**src/rtl/display_pkg.sv**
```systemverilog
// Shared constants, types and helpers for the display controller.
package display_pkg;

  // Active-low segments: all ones turns every segment off.
  localparam logic [6:0] SEG_BLANK = 7'b1111111;

  // LIVE shows the selected bus/register, VIEW browses the capture history.
  typedef enum logic {
    LIVE,
    VIEW
  } mode_t;

  // Number of hex digits needed to show a value of the given width.
  function automatic int unsigned ndig(input int unsigned data_w);
    return (data_w + 3) / 4;
  endfunction

endpackage

```
**src/rtl/disp_history.sv**
```systemverilog
// Capture history ring buffer: write at wr_ptr, read relative to the newest entry.
module disp_history #(
  parameter int unsigned DATA_W = 10,
  parameter int unsigned DEPTH  = 8
) (
  input  logic                     clk,
  input  logic                     reset,
  input  logic                     wr_en,
  input  logic [DATA_W-1:0]        wr_data,
  input  logic [$clog2(DEPTH)-1:0] rd_offset,
  output logic [DATA_W-1:0]        rd_data,
  output logic [$clog2(DEPTH):0]   count
);

  localparam int unsigned AW      = $clog2(DEPTH);
  localparam logic [AW-1:0] PTR_ONE = AW'(1);
  localparam logic [AW:0]   CNT_ONE = (AW + 1)'(1);
  localparam logic [AW:0]   FULL    = (AW + 1)'(DEPTH);

  logic [AW-1:0]     wr_ptr_q;
  logic [AW:0]       count_q;
  logic [AW-1:0]     rd_idx;
  logic [DATA_W-1:0] mem [DEPTH];

  // Write pointer wraps naturally (DEPTH is a power of two); count saturates at DEPTH.
  always_ff @(posedge clk) begin
    if (reset) begin
      wr_ptr_q <= '0;
      count_q  <= '0;
    end else if (wr_en) begin
      wr_ptr_q <= wr_ptr_q + PTR_ONE;
      if (count_q != FULL) begin
        count_q <= count_q + CNT_ONE;
      end
    end
  end

  // Storage is never cleared; count=0 keeps stale contents from being shown.
  always_ff @(posedge clk) begin
    if (wr_en && !reset) begin
      mem[wr_ptr_q] <= wr_data;
    end
  end

  // Offset 0 addresses the most recently written entry.
  always_comb begin
    rd_idx  = wr_ptr_q - PTR_ONE - rd_offset;
    rd_data = mem[rd_idx];
    count   = count_q;
  end

endmodule

```
**src/rtl/seven_seg.sv**
```systemverilog
// Hex nibble to active-low seven-segment glyph, segment order {g,f,e,d,c,b,a}.
module seven_seg (
  input  logic [3:0] hex,
  output logic [6:0] seg
);

  // Glyph lookup for all sixteen hex values.
  always_comb begin
    seg = 7'b1111111;
    unique case (hex)
      4'h0: seg = 7'b1000000;
      4'h1: seg = 7'b1111001;
      4'h2: seg = 7'b0100100;
      4'h3: seg = 7'b0110000;
      4'h4: seg = 7'b0011001;
      4'h5: seg = 7'b0010010;
      4'h6: seg = 7'b0000010;
      4'h7: seg = 7'b1111000;
      4'h8: seg = 7'b0000000;
      4'h9: seg = 7'b0010000;
      4'ha: seg = 7'b0001000;
      4'hb: seg = 7'b0000011;
      4'hc: seg = 7'b1000110;
      4'hd: seg = 7'b0100001;
      4'he: seg = 7'b0000110;
      4'hf: seg = 7'b0001110;
    endcase
  end

endmodule

```
**src/rtl/display_ctrl.sv**
```systemverilog
// Front-panel display controller: live bus/register view, capture history browser,
// timestep digit and a pulse-stretched done LED.
module display_ctrl
  import display_pkg::*;
#(
  parameter int unsigned DATA_W  = 10,
  parameter int unsigned DEPTH   = 8,
  parameter int unsigned STRETCH = 4
) (
  input  logic                      clk,
  input  logic                      reset,
  input  logic [DATA_W-1:0]         BUS,
  input  logic [DATA_W-1:0]         REG,
  input  logic [1:0]                TIME,
  input  logic                      PEEKb,
  input  logic                      DONE,
  input  logic                      CAPTURE,
  input  logic                      FREEZE,
  input  logic                      STEPb,
  output logic [DATA_W-1:0]         LEDB,
  output logic [6:0]                THEX,
  output logic [7*ndig(DATA_W)-1:0] DHEX,
  output logic [6:0]                IHEX,
  output logic                      LED_DONE
);

  localparam int unsigned NDIG = ndig(DATA_W);
  localparam int unsigned AW   = $clog2(DEPTH);
  localparam int unsigned SW   = $clog2(STRETCH + 1);

  localparam logic [AW-1:0] OFF_ONE    = AW'(1);
  localparam logic [AW:0]   CNT_ONE    = (AW + 1)'(1);
  localparam logic [SW-1:0] STRETCH_LD = SW'(STRETCH);
  localparam logic [SW-1:0] STR_ONE    = SW'(1);

  // Registered state
  mode_t              mode_q;
  logic               step_q;
  logic [AW-1:0]      offset_q;
  logic [SW-1:0]      stretch_q;
  logic [7*NDIG-1:0]  dhex_q;
  logic [6:0]         ihex_q;
  logic               led_done_q;

  // Next-state and datapath
  mode_t              mode_d;
  logic [AW-1:0]      offset_d;
  logic [SW-1:0]      stretch_d;
  logic               led_done_d;
  logic               step_fall;
  logic [DATA_W-1:0]  src;
  logic [4*NDIG-1:0]  data_pad;
  logic [7*NDIG-1:0]  glyph_all;
  logic [7*NDIG-1:0]  dhex_d;
  logic [AW+3:0]      off_ext;
  logic [6:0]         ihex_glyph;
  logic [6:0]         ihex_d;
  logic [DATA_W-1:0]  hist_data;
  logic [AW:0]        hist_count;

  disp_history #(
    .DATA_W (DATA_W),
    .DEPTH  (DEPTH)
  ) u_history (
    .clk       (clk),
    .reset     (reset),
    .wr_en     (CAPTURE & ~FREEZE),
    .wr_data   (BUS),
    .rd_offset (offset_d),
    .rd_data   (hist_data),
    .count     (hist_count)
  );

  for (genvar g = 0; g < NDIG; g++) begin : g_digit
    seven_seg u_seg (
      .hex (data_pad[4*g +: 4]),
      .seg (glyph_all[7*g +: 7])
    );
  end

  seven_seg u_thex (
    .hex ({2'b00, TIME}),
    .seg (THEX)
  );

  seven_seg u_ihex (
    .hex (off_ext[3:0]),
    .seg (ihex_glyph)
  );

  // Mode, view offset and done-stretch next state.
  always_comb begin
    mode_d     = FREEZE ? VIEW : LIVE;
    step_fall  = step_q & ~STEPb;
    offset_d   = offset_q;
    stretch_d  = stretch_q;
    led_done_d = 1'b1;

    if (!FREEZE || mode_q == LIVE) begin
      // Entering VIEW always starts at the newest entry.
      offset_d = '0;
    end else if (step_fall && hist_count != '0) begin
      offset_d = (({1'b0, offset_q} + CNT_ONE) == hist_count) ? '0 : offset_q + OFF_ONE;
    end

    if (DONE) begin
      stretch_d  = STRETCH_LD;
      led_done_d = 1'b0;
    end else if (stretch_q != '0) begin
      stretch_d  = stretch_q - STR_ONE;
      led_done_d = 1'b0;
    end
  end

  // Displayed value and glyph selection for the registered outputs.
  always_comb begin
    src      = FREEZE ? hist_data : (PEEKb ? BUS : REG);
    data_pad = '0;
    data_pad[DATA_W-1:0] = src;
    off_ext  = {4'b0000, offset_d};
    dhex_d   = (FREEZE && hist_count == '0) ? {NDIG{SEG_BLANK}} : glyph_all;
    ihex_d   = FREEZE ? ihex_glyph : SEG_BLANK;
  end

  // All state and registered outputs; reset overrides every other event.
  always_ff @(posedge clk) begin
    if (reset) begin
      mode_q     <= LIVE;
      step_q     <= 1'b1;
      offset_q   <= '0;
      stretch_q  <= '0;
      dhex_q     <= {NDIG{SEG_BLANK}};
      ihex_q     <= SEG_BLANK;
      led_done_q <= 1'b1;
    end else begin
      mode_q     <= mode_d;
      step_q     <= STEPb;
      offset_q   <= offset_d;
      stretch_q  <= stretch_d;
      dhex_q     <= dhex_d;
      ihex_q     <= ihex_d;
      led_done_q <= led_done_d;
    end
  end

  assign LEDB     = BUS;
  assign DHEX     = dhex_q;
  assign IHEX     = ihex_q;
  assign LED_DONE = led_done_q;

endmodule

```
**config.mk**
```make
export PLATFORM = sky130hd
export DESIGN_NAME = display_ctrl
export DESIGN_NICKNAME = d
export VERILOG_FILES = /design/src/rtl/display_pkg.sv /design/src/rtl/disp_history.sv /design/src/rtl/seven_seg.sv /design/src/rtl/display_ctrl.sv
export SDC_FILE = /design/constraint.sdc
export NUM_CORES = 1
export LEC_CHECK = 0
export CORE_AREA = 4 4 105 107
export CTS_BUF_LIST = sky130_fd_sc_hd__clkbuf_4 sky130_fd_sc_hd__clkbuf_8
export CTS_CLUSTER_DIAMETER = 150
export CTS_CLUSTER_SIZE = 8
export DETAILED_ROUTE_END_ITERATION = 7
export DIE_AREA = 0 0 109 111
export PLACE_DENSITY = 0.81
export SYNTH_ARGS = -nofsm -noshare
export SYNTH_HDL_FRONTEND = slang
export SYNTH_SLANG_ARGS = --single-unit
```
**constraint.sdc**
```tcl
create_clock -name clk -period 6.4 [get_ports clk]
set_clock_uncertainty 0.2 [all_clocks]
set_input_delay 1.28 -clock clk [delete_from_list [all_inputs] [get_ports clk]]
set_output_delay 1.28 -clock clk [all_outputs]
set_load 0.05 [all_outputs]
```
======== After elaboration in Yosys (flattened, before gate mapping) ========
Memories as Yosys holds them, arrays and structs flattened. A register that Yosys moved wholly into a read port is not among the register bits.
Index checks and enable logic that the tools add are counted.
storage, ports and cells
  bits in registers ....................... 16
  latch bits .............................. 0
  bits in writable memories ............... 80
  ROM bits ................................ 560
  bits of input ports ..................... 29
  output and inout port bits .............. 46
  word-level logic and storage cells ...... 54
  memories ................................ 6
memory list
  name             words  width  rd ports  clocked after memory_dff  wr ports  RTL line            RTL
  (no name shown)  16     7      1         1                         0         seven_seg.sv:10     unique case (hex)
  (no name shown)  16     7      1         1                         0         seven_seg.sv:10
  (no name shown)  16     7      1         1                         0         seven_seg.sv:10
  (no name shown)  16     7      1         1                         0         seven_seg.sv:10
  (no name shown)  16     7      1         0                         0         seven_seg.sv:10
  u_history.mem    8      10     1         0                         1         disp_history.sv:23  logic [DATA_W-1:0] mem [DEPTH];
operators by class
  add/sub/neg operators ................... 7
  $mul .................................... 0
  div/mod/pow operators ................... 0
  $lt $le $gt $ge ......................... 0
  eq/ne operators ......................... 2
  shifts and indexed selects .............. 0
  mux-type cells .......................... 12
  bitwise logic cells ..................... 5
  reductions and logical operators ........ 14
operator list
  kind                 count
  $mux 10              2
  $mux 3               5
  $add 3x1->3 const B  2
  $reduce_or 2->1      3
  $sub 3x1->3 const B  2
  $mux 1               5
  $add 3x1->4 const B  1
  $add 4x1->4 const B  1
  $eq 4x4->1           1
  $logic_not 4->1      1
  $ne 4x4->1 const B   1
  $reduce_bool 4->1    1
  $logic_and 1x1->1    3
  $not 1->1            3
  $reduce_bool 3->1    1
  $sub 3x3->3          1
  $and 1x1->1          2
  $logic_not 1->1      2
  $reduce_and 2->1     1
  $reduce_bool 2->1    1
  $logic_or 1x1->1     1

======== Depth between registers and ports, before layout ========
An unclocked memory read counts as a cell.
  depth in word-level cells ............... 8
  depth in mapped cells ................... 20
  depth with buffers taken out ............ 20

======== Cells and area by module ========
Synthesis repeated with hierarchy kept, for this count alone.
unflattened totals
  cell total of the unflattened synthesis .. 498
  area, all modules ....................... 6471.2 um2
modules (own cells, without submodules)
  module        instances  cells each  area an instance (um2)  sequential area each (um2)
  disp_history  1          171         3512.1                  2542.4
  display_ctrl  1          167         1582.8                  740.7
  seven_seg     5          32          275.3                   0.0

======== Worst setup path before layout ========
No wires, ideal clock.
  path type ............................... input to register
  from .................................... in FREEZE
  to ...................................... reg dhex_q[6], in the netlist DHEX[6]
  setup time .............................. 141 ps
  data arrival time ....................... 4809 ps
  required time ........................... 6059 ps
  slack ................................... 1250 ps
  stages .................................. 15
  path buffers ............................ 3
  cells stage by stage .................... clkbuf_1 and2_1 nand2_1 ha_1 fa_1 clkbuf_1 clkbuf_1 mux4_2 mux2i_1 a21oi_1 inv_1 ha_1 mux2_1 nand2_1 o211ai_1
on the way
  word-level cells in the longest chain between the ends .. 6
  elaborated cells between the ends (all ways) .. 8
  classes of those cells .................. add/sub (1); mux (2); reduce/logical (4); memory (1)
RTL lines
  what              RTL line             RTL
  from (decl)       display_ctrl.sv:18   input logic FREEZE,
  $logic_not 1->1   display_ctrl.sv:99   if (!FREEZE || mode_q == LIVE) begin
  $logic_or 1x1->1  display_ctrl.sv:99
  $mux 3            display_ctrl.sv:99
  $sub 3x3->3       disp_history.sv:47   rd_idx = wr_ptr_q - PTR_ONE - rd_offset;
  $mem_v2 8x10      n/a
  $mux 10           display_ctrl.sv:117  src = FREEZE ? hist_data : (PEEKb ? BUS : REG);
  to (decl)         display_ctrl.sv:41   logic [7*NDIG-1:0] dhex_q;
Parallel ways exist; a longest one is shown, timed or not.
A chain may end at the register's enable or synchronous reset.

======== Final worst setup path ========
  from .................................... in STEPb
  to ...................................... reg dhex_q[6], in the netlist DHEX[6]
on the way
  word-level cells in the longest chain between the ends .. 8
RTL lines
  what               RTL line             RTL
  from (decl)        display_ctrl.sv:19   input logic STEPb,
  $not 1->1          display_ctrl.sv:94   step_fall = step_q & ~STEPb;
  $and 1x1->1        display_ctrl.sv:94
  $logic_and 1x1->1  display_ctrl.sv:102  end else if (step_fall && hist_count != '0) begin
  $mux 3             display_ctrl.sv:102
  $mux 3             display_ctrl.sv:99
  $sub 3x3->3        disp_history.sv:47
  $mem_v2 8x10       n/a
  $mux 10            display_ctrl.sv:117
Every way passes these cells.

==> metrics.md <==
| Metric | Value |
|---|---|
| Vias in the first global route | `3448` |
| Synth-to-Final Area Change | `20.5%` |
| Via Count | `3496` |
| Post-Route Setup TNS | `0 ps` |
| Clock slew at the register clock pins of the worst setup and hold paths | `70 ps` |
| Worst endpoint required time | `6500 ps` |
| Total CTS buffers | `17` |
| Endpoints failing setup | `0` |
| Die Span X | `109 µm` |
| Relative slew slack | `28.7%` |
| Synth area leader | `edfxtp_1` |
| Initial cell density of the core | `56.1%` |
| WL final | `11200 µm` |
| CP arrival | `5390 ps` |
| Die height | `111 µm` |
| RSZ-0062 raised after global routing | `no` |
| Slew @ Worst Pin | `1070 ps` |
| Core area | `0.0101 mm²` |
| Top cells by area, synth | `edfxtp_1 42%, dfxtp_1 15%, mux4_2 7.9%` |
| Lkg Pwr | `2.49 nW` |
| Final Hold Vio Count | `0` |
| Proportion of layout cells with a drive suffix above 1 | `17.5%` |
| Rows | `37` |
| Post-synthesis sequential area ratio | `57.4%` |
| DR iter-0 viols | `244` |
| Yosys cell types | `58` |
| N_diodes | `0` |
| Post-synth ARST share | `0%` |
| DR top layer | `met4` |
| # IOs | `75` |
| Placement Setup Slack | `723 ps` |
| Cell count after synthesis | `424` |
| Peak fanout along the critical path | `6` |
| CP startpoint kind | `input port` |
| Final worst slack | `1100 ps` |
| Syn nets | `479` |
| DR WL met3 | `642 µm` |
| CP Capture Type | `flip-flop` |
| Clock Sinks | `123` |
| Yosys warning total | `0` |
| Post-synth top area share | `42.3%` |
| DR WL/cell | `17.4 µm` |
| Port bufs | `73` |
| Worst Hold Class | `reg -> reg` |
| Seq cells post-synth | `123` |
| Routed met2 length | `5550 µm` |
| CTS tree | `done` |
| WL met1 | `4850 µm` |
| Die area | `0.0121 mm²` |
| Dpl hpwl | `7800 µm` |
| All-Layer GR Usage | `19.0%` |
| Hold-fix buffers at CTS | `0` |
| Most common cell in the netlist | `edfxtp_1` |
| Pwr per Cell Area | `273 mW/mm²` |
| Crit path time final | `5300 ps` |
| Top FF cell, synth | `edfxtp_1` |
| Setup Buffers After CTS | `0` |
| Post-Syn Area | `0.00568 mm²` |
| Max Freq | `0.189 GHz` |
| Avg Cell Area, Syn | `13.4 µm²` |
| MaxCap Viol Count | `0` |
| CTS Buffer Depth | `2` |
| H-Tree Depth | `4` |
| Gpl congestion | `0.869` |
| Period utilization | `82.8%` |
| Crit path kind | `in -> reg` |
| Clk_lat worst skew | `420 ps` |
| VDD IR-drop max | `0.134 mV` |
| Iteration count of the initial detailed-routing pass | `4` |
| Vias per std cell | `5.46` |
| Clock root cell | `clkbuf_8` |
| PostCTS Resize Cnt | `0` |
| First-pass GRT wire length | `17500 µm` |
| Nets | `547` |
| Slew Limit Fails | `0` |
| Initial antenna violation count | `0` |
| # DRC | `0` |
| Post-synth EDFFs | `80` |
| Largest net degree at the start of global routing | `26` |
| Post-DRT Antenna Nets | `0` |
| Status | `finished, final reports clean` |
| Remaining Overflow, GRT | `0` |
| Most frequent cells after synthesis | `80 x edfxtp_1, 43 x dfxtp_1, 27 x nand2_1, 25 x ha_1, 25 x inv_1` |
per-stage QoR:
step	power [W]	utilization (%)	hold slack, ps	cells	area [µm²]
floorplan	0.00115	-	289	424	5680
global placement	0.00124	63.9	302	609	6480
detailed placement	0.00125	63.9	332	609	6480
CTS	0.00188	67.6	349	640	6850
global route	0.00195	67.6	376	640	6850
finish	0.00187	67.6	346	640	6850
registers in the layout, indices dropped and copies added (netlist names):
| register | count |
|---|---|
| u_history.mem | 80 |
| DHEX | 20 |
| IHEX | 7 |
| u_history.count | 4 |
| offset_q | 3 |
| stretch_q | 3 |
| u_history.wr_ptr_q | 3 |
| LED_DONE | 1 |
| mode_q | 1 |
| step_q | 1 |
metal layers:
layer,vias to the layer above,track usage (%)
li1,1678,-
met1,1700,24.9
met2,106,30.9
met3,12,4.89
met4,0,6.23
met5,-,0
where the power goes:
| group | switching, W | internal (W) | total [W] |
|---|---|---|---|
| clock network | 0.000293 | 0.000343 | 0.000636 |
| registers | 0.00000993 | 0.000869 | 0.000878 |
| logic | 0.000219 | 0.000137 | 0.000356 |
| total | 0.000521 | 0.00135 | 0.00187 |
cell type report:
class                   instances  area [µm²]
fillers                       698        3290
flip-flops and latches        123        3260
clock inverters                13         129
clock buffers                  18         241
multi-input cells             243        2160
well taps                     136         170
inverters                      27         101
repair buffers                 80         783
kinds of logic after synthesis:
| group | Yosys count | synth area share [%] |
|---|---|---|
| compound gates | 68 | 9.73 |
| flops | 123 | 57.4 |
| buf+inv | 58 | 4.93 |
| xor+xnor | 12 | 2.11 |
| simple gates | 101 | 9.27 |
| other cells | 1 | 0.0660 |
| mux | 35 | 10.6 |
| fa+ha+maj | 26 | 5.86 |
critical path, cell delays in order:
cell             delay (ps)
clkdlybuf4s50_1         420
nand2b_1                190
nor2_2                  240
nand2_1                  80
o21ai_0                 150
nand2_1                 170
ha_1                    260
fa_1                    420
xnor2_1                 200
nor4_4                  420
nor2_4                  140
mux2i_1                 150
a21oi_1                 400
inv_1                   160
ha_1                    240
mux2_1                  300
nand2_1                  80
o211ai_1                 90
layout by cell type (no fill, tap or decap), types with 3 or more instances in the layout:
| cell type | synthesis | layout |
|---|---|---|
| a211oi_1 | 12 | 12 |
| a21oi_1 | 11 | 11 |
| a21oi_2 | 3 | 3 |
| a31oi_4 | 3 | 3 |
| buf_4 | 16 | 7 |
| clkbuf_8 | 0 | 17 |
| clkdlybuf4s50_1 | 0 | 73 |
| clkinv_2 | 0 | 4 |
| clkinv_4 | 0 | 3 |
| dfxtp_1 | 43 | 43 |
| edfxtp_1 | 80 | 80 |
| ha_1 | 25 | 25 |
| inv_1 | 25 | 25 |
| mux2i_1 | 13 | 13 |
| mux4_2 | 20 | 20 |
| nand2_1 | 27 | 27 |
| nand2b_1 | 6 | 6 |
| nand3_1 | 8 | 8 |
| nor2_1 | 21 | 21 |
| nor2b_1 | 13 | 13 |
| nor3_1 | 5 | 3 |
| o211ai_1 | 3 | 3 |
| o21ai_0 | 7 | 7 |
| o21ai_1 | 3 | 3 |
| o21ai_2 | 4 | 4 |
| o221ai_1 | 7 | 7 |
| or2_2 | 5 | 5 |
| xnor2_1 | 5 | 5 |
| xor2_1 | 6 | 6 |
path summary, 6_finish.rpt:
| check | start | end | slack [ps] | cells past startpoint |
|---|---|---|---|---|
| worst max register to register | u_history.count[0]$_SDFFE_PP0P_ | DHEX[6]$_SDFF_PP1_ | 1630 | 19 |
| worst min register to register | stretch_q[1]$_SDFFE_PP0P_ | stretch_q[1]$_SDFFE_PP0P_ | 350 | 2 |
| worst min-delay path | stretch_q[1]$_SDFFE_PP0P_ | stretch_q[1]$_SDFFE_PP0P_ | 350 | 2 |
| worst max-delay path | STEPb | DHEX[6]$_SDFF_PP1_ | 1100 | 18 |
(Power assumes the default switching activity.)
